===== config.mk =====
export PLATFORM = sky130hd
export DESIGN_NAME = instr_mem_ctrl_flat
export DESIGN_NICKNAME = d
export VERILOG_FILES = /design/src/rtl/instr_mem_ctrl_if.sv /design/src/rtl/instr_mem_ctrl.sv /design/src/flat_wrapper.sv
export SDC_FILE = /design/constraint.sdc
export NUM_CORES = 2
export LEC_CHECK = 0
export ABC_CLOCK_PERIOD_IN_PS = 4100
export BUFFER_PORTS_ARGS = -buffer_cell sky130_fd_sc_hd__buf_4
export CORE_MARGIN = 4
export CORE_UTILIZATION = 50
export DETAILED_ROUTE_END_ITERATION = 16
export GPL_TIMING_DRIVEN = 0
export HOLD_SLACK_MARGIN = 0.1
export PLACE_DENSITY_LB_ADDON = 0.15
export SLEW_MARGIN = 0
export SYNTH_ARGS = -nofsm -noshare
export SYNTH_HDL_FRONTEND = slang
export SYNTH_SLANG_ARGS = --single-unit

===== constraint.sdc =====
create_clock -name Clk -period 4.1 [get_ports Clk]
set_input_delay 0.82 -clock Clk [delete_from_list [all_inputs] [get_ports Clk]]
set_output_delay 0.82 -clock Clk [all_outputs]
set_load 0.01 [all_outputs]

===== src/rtl/instr_mem_ctrl_if.sv =====
// Fetch and program-load bundle for the instruction memory.
// master = fetch/boot side, slave = memory controller.
interface instr_mem_ctrl_if #(
    parameter int DATA_WIDTH = 32,
    parameter int ADDR_BITS  = 7
);
    logic [31:0]           Address;
    logic                  Fetch_Req;
    logic                  Fetch_Ready;
    logic [DATA_WIDTH-1:0] Instruction;
    logic                  Instr_Valid;
    logic                  Addr_Fault;
    logic                  Load_Start;
    logic                  Load_En;
    logic [DATA_WIDTH-1:0] Load_Data;
    logic [ADDR_BITS:0]    Load_Count;
    logic                  Load_Full;
    logic                  Busy;

    modport master (
        output Address, Fetch_Req,
        output Load_Start, Load_En, Load_Data,
        input  Fetch_Ready, Instruction,
        input  Instr_Valid, Addr_Fault,
        input  Load_Count, Load_Full, Busy
    );

    modport slave (
        input  Address, Fetch_Req,
        input  Load_Start, Load_En, Load_Data,
        output Fetch_Ready, Instruction,
        output Instr_Valid, Addr_Fault,
        output Load_Count, Load_Full, Busy
    );
endinterface


===== src/rtl/instr_mem_ctrl.sv =====
// Instruction memory with streaming load port, clear sweep
// after reset and registered fetch with fault reporting.
module instr_mem_ctrl #(
    parameter int                    DATA_WIDTH     = 32,
    parameter int                    ADDR_BITS      = 7,
    parameter bit                    CLEAR_ON_RESET = 1'b1,
    parameter logic [DATA_WIDTH-1:0] FILL_WORD      = '0
) (
    input logic             Clk,
    input logic             Reset_n,
    instr_mem_ctrl_if.slave bus
);
    localparam int DEPTH = 1 << ADDR_BITS;

    typedef enum logic {CLEAR, READY} state_t;

    localparam state_t RST_STATE = CLEAR_ON_RESET ? CLEAR : READY;

    state_t                state;
    state_t                state_nxt;
    logic [ADDR_BITS-1:0]  sweep_cnt;
    logic [ADDR_BITS:0]    load_ptr;
    logic [DATA_WIDTH-1:0] mem [DEPTH];

    logic                  in_clear;
    logic                  in_ready;
    logic                  fetch_rdy;
    logic                  fetch_go;
    logic                  load_full;
    logic                  ld_first;
    logic                  ld_next;
    logic                  fault;
    logic [ADDR_BITS-1:0]  raddr;
    logic                  we;
    logic [ADDR_BITS-1:0]  waddr;
    logic [DATA_WIDTH-1:0] wdata;

    always_ff @(posedge Clk or negedge Reset_n) begin
        if (!Reset_n) begin
            state <= RST_STATE;
        end else begin
            state <= state_nxt;
        end
    end

    always_comb begin
        state_nxt = state;
        unique case (state)
            CLEAR: begin
                if (sweep_cnt == ADDR_BITS'(DEPTH - 1)) begin
                    state_nxt = READY;
                end
            end
            READY: state_nxt = READY;
            default: state_nxt = RST_STATE;
        endcase
    end

    always_comb begin
        in_clear  = (state == CLEAR);
        in_ready  = (state == READY);
        fetch_rdy = in_ready & ~bus.Load_En & ~bus.Load_Start;
        fetch_go  = fetch_rdy & bus.Fetch_Req;
    end

    assign bus.Busy        = in_clear;
    assign bus.Fetch_Ready = fetch_rdy;

    assign load_full      = (load_ptr == (ADDR_BITS+1)'(DEPTH));
    assign bus.Load_Full  = load_full;
    assign bus.Load_Count = load_ptr;

    // Load_Start with Load_En restarts the program at word 0.
    assign ld_first = in_ready & bus.Load_Start & bus.Load_En;
    assign ld_next  = in_ready & ~bus.Load_Start & bus.Load_En
                    & ~load_full;

    always_comb begin
        we    = 1'b0;
        waddr = '0;
        wdata = bus.Load_Data;
        unique case (1'b1)
            in_clear: begin
                we    = 1'b1;
                waddr = sweep_cnt;
                wdata = FILL_WORD;
            end
            ld_first: begin
                we    = 1'b1;
                waddr = '0;
            end
            ld_next: begin
                we    = 1'b1;
                waddr = load_ptr[ADDR_BITS-1:0];
            end
            default: ;
        endcase
    end

    always_ff @(posedge Clk) begin
        if (we) begin
            mem[waddr] <= wdata;
        end
    end

    always_ff @(posedge Clk or negedge Reset_n) begin
        if (!Reset_n) begin
            sweep_cnt <= '0;
        end else if (in_clear) begin
            sweep_cnt <= sweep_cnt + 1'b1;
        end
    end

    always_ff @(posedge Clk or negedge Reset_n) begin
        if (!Reset_n) begin
            load_ptr <= '0;
        end else if (in_ready) begin
            if (bus.Load_Start) begin
                load_ptr <= bus.Load_En ? (ADDR_BITS+1)'(1) : '0;
            end else if (ld_next) begin
                load_ptr <= load_ptr + 1'b1;
            end
        end
    end

    assign raddr = bus.Address[ADDR_BITS+1:2];
    assign fault = (|bus.Address[1:0])
                 | (|bus.Address[31:ADDR_BITS+2]);

    always_ff @(posedge Clk or negedge Reset_n) begin
        if (!Reset_n) begin
            bus.Instruction <= FILL_WORD;
            bus.Instr_Valid <= 1'b0;
            bus.Addr_Fault  <= 1'b0;
        end else begin
            bus.Instr_Valid <= fetch_go;
            if (fetch_go) begin
                bus.Addr_Fault  <= fault;
                bus.Instruction <= fault ? FILL_WORD : mem[raddr];
            end
        end
    end
endmodule


===== src/flat_wrapper.sv =====
// flat-port wrapper written by rule: the top's interface ports become plain ports
module instr_mem_ctrl_flat 
#(
    parameter int                    DATA_WIDTH     = 32,
    parameter int                    ADDR_BITS      = 7,
    parameter bit                    CLEAR_ON_RESET = 1'b1,
    parameter logic [DATA_WIDTH-1:0] FILL_WORD      = '0
)
  (Clk, Reset_n, bus_Address, bus_Fetch_Req, bus_Load_Start, bus_Load_En, bus_Load_Data, bus_Fetch_Ready, bus_Instruction, bus_Instr_Valid, bus_Addr_Fault, bus_Load_Count, bus_Load_Full, bus_Busy);
  instr_mem_ctrl_if #(.DATA_WIDTH(DATA_WIDTH), .ADDR_BITS(ADDR_BITS)) bus_i ();
  input logic Clk;
  input logic Reset_n;
  input wire logic [$bits(bus_i.Address)-1:0] bus_Address;
  input wire logic [$bits(bus_i.Fetch_Req)-1:0] bus_Fetch_Req;
  input wire logic [$bits(bus_i.Load_Start)-1:0] bus_Load_Start;
  input wire logic [$bits(bus_i.Load_En)-1:0] bus_Load_En;
  input wire logic [$bits(bus_i.Load_Data)-1:0] bus_Load_Data;
  output wire logic [$bits(bus_i.Fetch_Ready)-1:0] bus_Fetch_Ready;
  output wire logic [$bits(bus_i.Instruction)-1:0] bus_Instruction;
  output wire logic [$bits(bus_i.Instr_Valid)-1:0] bus_Instr_Valid;
  output wire logic [$bits(bus_i.Addr_Fault)-1:0] bus_Addr_Fault;
  output wire logic [$bits(bus_i.Load_Count)-1:0] bus_Load_Count;
  output wire logic [$bits(bus_i.Load_Full)-1:0] bus_Load_Full;
  output wire logic [$bits(bus_i.Busy)-1:0] bus_Busy;
  assign bus_i.Address = bus_Address;
  assign bus_i.Fetch_Req = bus_Fetch_Req;
  assign bus_i.Load_Start = bus_Load_Start;
  assign bus_i.Load_En = bus_Load_En;
  assign bus_i.Load_Data = bus_Load_Data;
  assign bus_Fetch_Ready = bus_i.Fetch_Ready;
  assign bus_Instruction = bus_i.Instruction;
  assign bus_Instr_Valid = bus_i.Instr_Valid;
  assign bus_Addr_Fault = bus_i.Addr_Fault;
  assign bus_Load_Count = bus_i.Load_Count;
  assign bus_Load_Full = bus_i.Load_Full;
  assign bus_Busy = bus_i.Busy;
  instr_mem_ctrl #(.DATA_WIDTH(DATA_WIDTH), .ADDR_BITS(ADDR_BITS), .CLEAR_ON_RESET(CLEAR_ON_RESET), .FILL_WORD(FILL_WORD)) u_core (.Clk(Clk), .Reset_n(Reset_n), .bus(bus_i));
endmodule

==> run metrics <==
Clk pin slew, worst setup/hold paths=0.06 ns; share of cells above drive strength 1=0.301; asr flop ratio synth=0.0121; worst setup path end=u_core.bus.Instruction[11]; failing checks=max-capacitance violations, max-slew violations, negative setup slack; Final #Nets=7950; Worst Path Arrival=5.07 ns; Final ANT Viol Nets=0; Tcrit/Tclk final=1.05; critical path peak fanout=10; TritonCTS clock tree=built; Via Count=80.1k; status=complete, but fails checks; Slew Limit Fails=11; CTS max path bufs=4; DRT Pass-1 Iters=6; Crit Path Class=in -> reg; Power Total=85200 uW; H-tree depth=5; initial antenna violation count=32; Post-synth EDFFs=4096; vias in the first global route=78.1k; Ys Warns=0; core area=315000 sq um; port bufs=109; Synth Register Bits=4146; Avg Inst Size Synth=22.5 sq um; Syn-to-layout area delta=17.1%; final hold vios=0; Initial Utilization=0.502; Die H=570 um; reg2reg start=u_core.bus.Load_Count[0]; Die Span X=570 um; post-layout worst setup margin=-0.194 ns; CP endpoint kind=flip-flop; Sw Ratio=0.207; Remaining DRCs=0; Worst Setup Start Kind=input port; clock power share=0.435; fin crit period=4.29 ns; syn_nets=7092; Root Buffer=clkbuf_16; total gr overflow=0; WL/cell=37.1 um; Pleak=0.0478 uW; clk_skew=0.0679 ns; Netlist cell types=51; r2r setup slk=-0.05 ns; global-route wire length before repair=634000 um; I/O pin count=114; Seq/Total Area, Yosys=0.787; TritonCTS Sinks=4146; Worst VDD drop=0.000390 V; Post-synth top cells=4096 x edfxtp_1, 960 x mux4_2, 226 x mux2i_1; maxcap violations=1; Std-Cell Rows=206; logic gate share of total power=0.027; synthesized area=158000 sq um; cells after synthesis=7020; Slew headroom=-0.0109; count leader, synth=edfxtp_1; Int Pwr=67600 uW; synth top area cells=edfxtp_1 78%, mux4_2 14%, mux2i_1 1.4%; Seq pwr share=0.538; worst r2r path cells=9; Routability Congestion=0.956; Skew-Pair Late Insertion Delay=0.97 ns; DP Area=170000 sq um; P per Cell Area=461 nW/um^2; setup repair after global routing missed its margin=yes; post-detail-place hpwl=309000 um; Synth area leader=edfxtp_1; Psw=17600 uW; fillcell total=22.3k; Synth top area share=0.779; drt total wl=460000 um; Final setup viols=42; Most used DFF post-synth=edfxtp_1; reg-to-reg endpoint=u_core.mem[19][28]; worst-margin pin slew=1.52 ns; final instance area=185000 sq um; Starting DRT DRC Count=12.7k; total track usage=0.282; via density per instance=6.46; CP required=4.88 ns; Max Clock Freq=233 MHz; CTS buffer count=423; full die area=325000 sq um; CP Launch Point=bus_Address[4]; hold crit path type=in -> reg; pin count of the biggest net entering global routing=85
layout make-up:
class	count	area, sq um	area share
flip-flops and latches	4146	124000	0.672
clock buffers	518	11200	0.0603
well taps	4160	5200	0.0281
inverters	12	45.0	0.000243
repair buffers	436	6890	0.0372
multi-input cells	2458	33400	0.180
diodes	16	40.0	0.000216
clock inverters	249	2050	0.0111
plain buffers	401	2020	0.0109
routing by layer:
metal	up-vias	global-route usage	routed length (um)
met5	-	0	27
met2	4298	0.429	214000
met4	4	0.110	21300
met1	43259	0.406	180000
met3	752	0.0590	44600
li1	31754	-	-
critical path, cell delays in order:
cell	delay, ns
buf_4	0.16
clkbuf_2	0.55
inv_2	0.73
clkbuf_1	0.96
mux4_2	0.55
a221oi_1	1.06
o211ai_1	0.19
worst min-delay path by stage:
stage / slack (ns) / from / end / cells past startpoint
after floorplan: 0.48 / u_core.sweep_cnt[2] / u_core.sweep_cnt[2] / 1
after global placement: 0.50 / u_core.bus.Addr_Fault / u_core.bus.Addr_Fault / 2
after detailed placement: 0.51 / u_core.sweep_cnt[2] / u_core.sweep_cnt[2] / 1
after CTS: 0.14 / bus_Load_En / u_core.bus.Load_Count[0] / 3
after global routing: 0.17 / bus_Load_En / u_core.bus.Load_Count[0] / 3
final: 0.19 / bus_Load_En / u_core.bus.Load_Count[0] / 3
stage by stage:
| stage | hold slack (ns) | setup TNS (ns) | cells | utilization | worst slack (ns) |
|---|---|---|---|---|---|
| floorplan | 0.480 | -15.10 | 7020 | - | -0.0318 |
| global placement | 0.496 | - | 11289 | 0.521 | -4.33 |
| detailed placement | 0.505 | -2860.15 | 11495 | 0.539 | -2.73 |
| CTS | 0.139 | -41.14 | 12337 | 0.586 | -0.191 |
| global route | 0.168 | -5.69 | 12383 | 0.588 | -0.137 |
| finish | 0.189 | -1.68 | 12396 | 0.588 | -0.194 |
flip-flops by register name, indices dropped and copies added, names as in the netlist:
| name | cells |
|---|---|
| u_core.bus.Addr_Fault | 1 |
| u_core.bus.Instr_Valid | 1 |
| u_core.bus.Instruction | 32 |
| u_core.bus.Load_Count | 8 |
| u_core.in_ready | 1 |
| u_core.mem | 4096 |
| u_core.sweep_cnt | 7 |
cell usage in the layout (no fill, tap or decap), drive strengths merged, types with 3 or more instances in the layout:
master	netlist	layout
nor4	37	37
o22ai	193	193
nand2b	5	5
inv	11	24
nand4	5	5
clkbuf	208	722
a31oi	5	5
a22oi	159	159
buf	196	631
and2	34	34
ha	3	3
o211ai	32	32
nand2	125	125
nand3	10	10
a211oi	96	96
clkinvlp	0	7
mux2i	226	226
a221oi	32	32
o21ai	39	39
or3	6	6
dfrtp	50	50
nor3	66	66
diode	0	16
a21oi	71	71
mux4	960	960
nor2	155	155
clkinv	1	202
mux2	32	32
edfxtp	4096	4096
nor2b	100	100
and3	3	3
xnor2	10	10
a32oi	32	32
bufinv	0	28
or2	3	3
nand3b	3	3
cell families after synthesis:
kind of cell             after synthesis  share of synthesized area
AO/OA/AOI/OAI                        669                     0.0292
flip-flops                          4146                      0.787
XOR/XNOR                              11                   0.000610
multiplexers                        1218                      0.153
buffers and inverters                416                     0.0126
adder cells (fa/ha/maj)                3                   0.000238
AND/OR/NAND/NOR                      557                     0.0172
power by group through the flow:
stage / registers (uW) / logic [uW] / clock network [uW]
after floorplan: 46700 / 1260 / 0
after global placement: 46700 / 2230 / 0
after detailed placement: 46700 / 2260 / 0
after CTS: 45800 / 2280 / 37500
after global routing: 45800 / 2380 / 39400
final: 45800 / 2280 / 37100
timing repair:
item,CTS,global route
buffers inserted,77,43
hold endpoints to repair,50,0
resized for setup,100,29
pin swaps,42,19
setup endpoints to repair,3965,2228
cloned,0,0
hold buffers,1,0
Power figures use the tool's default switching activity.
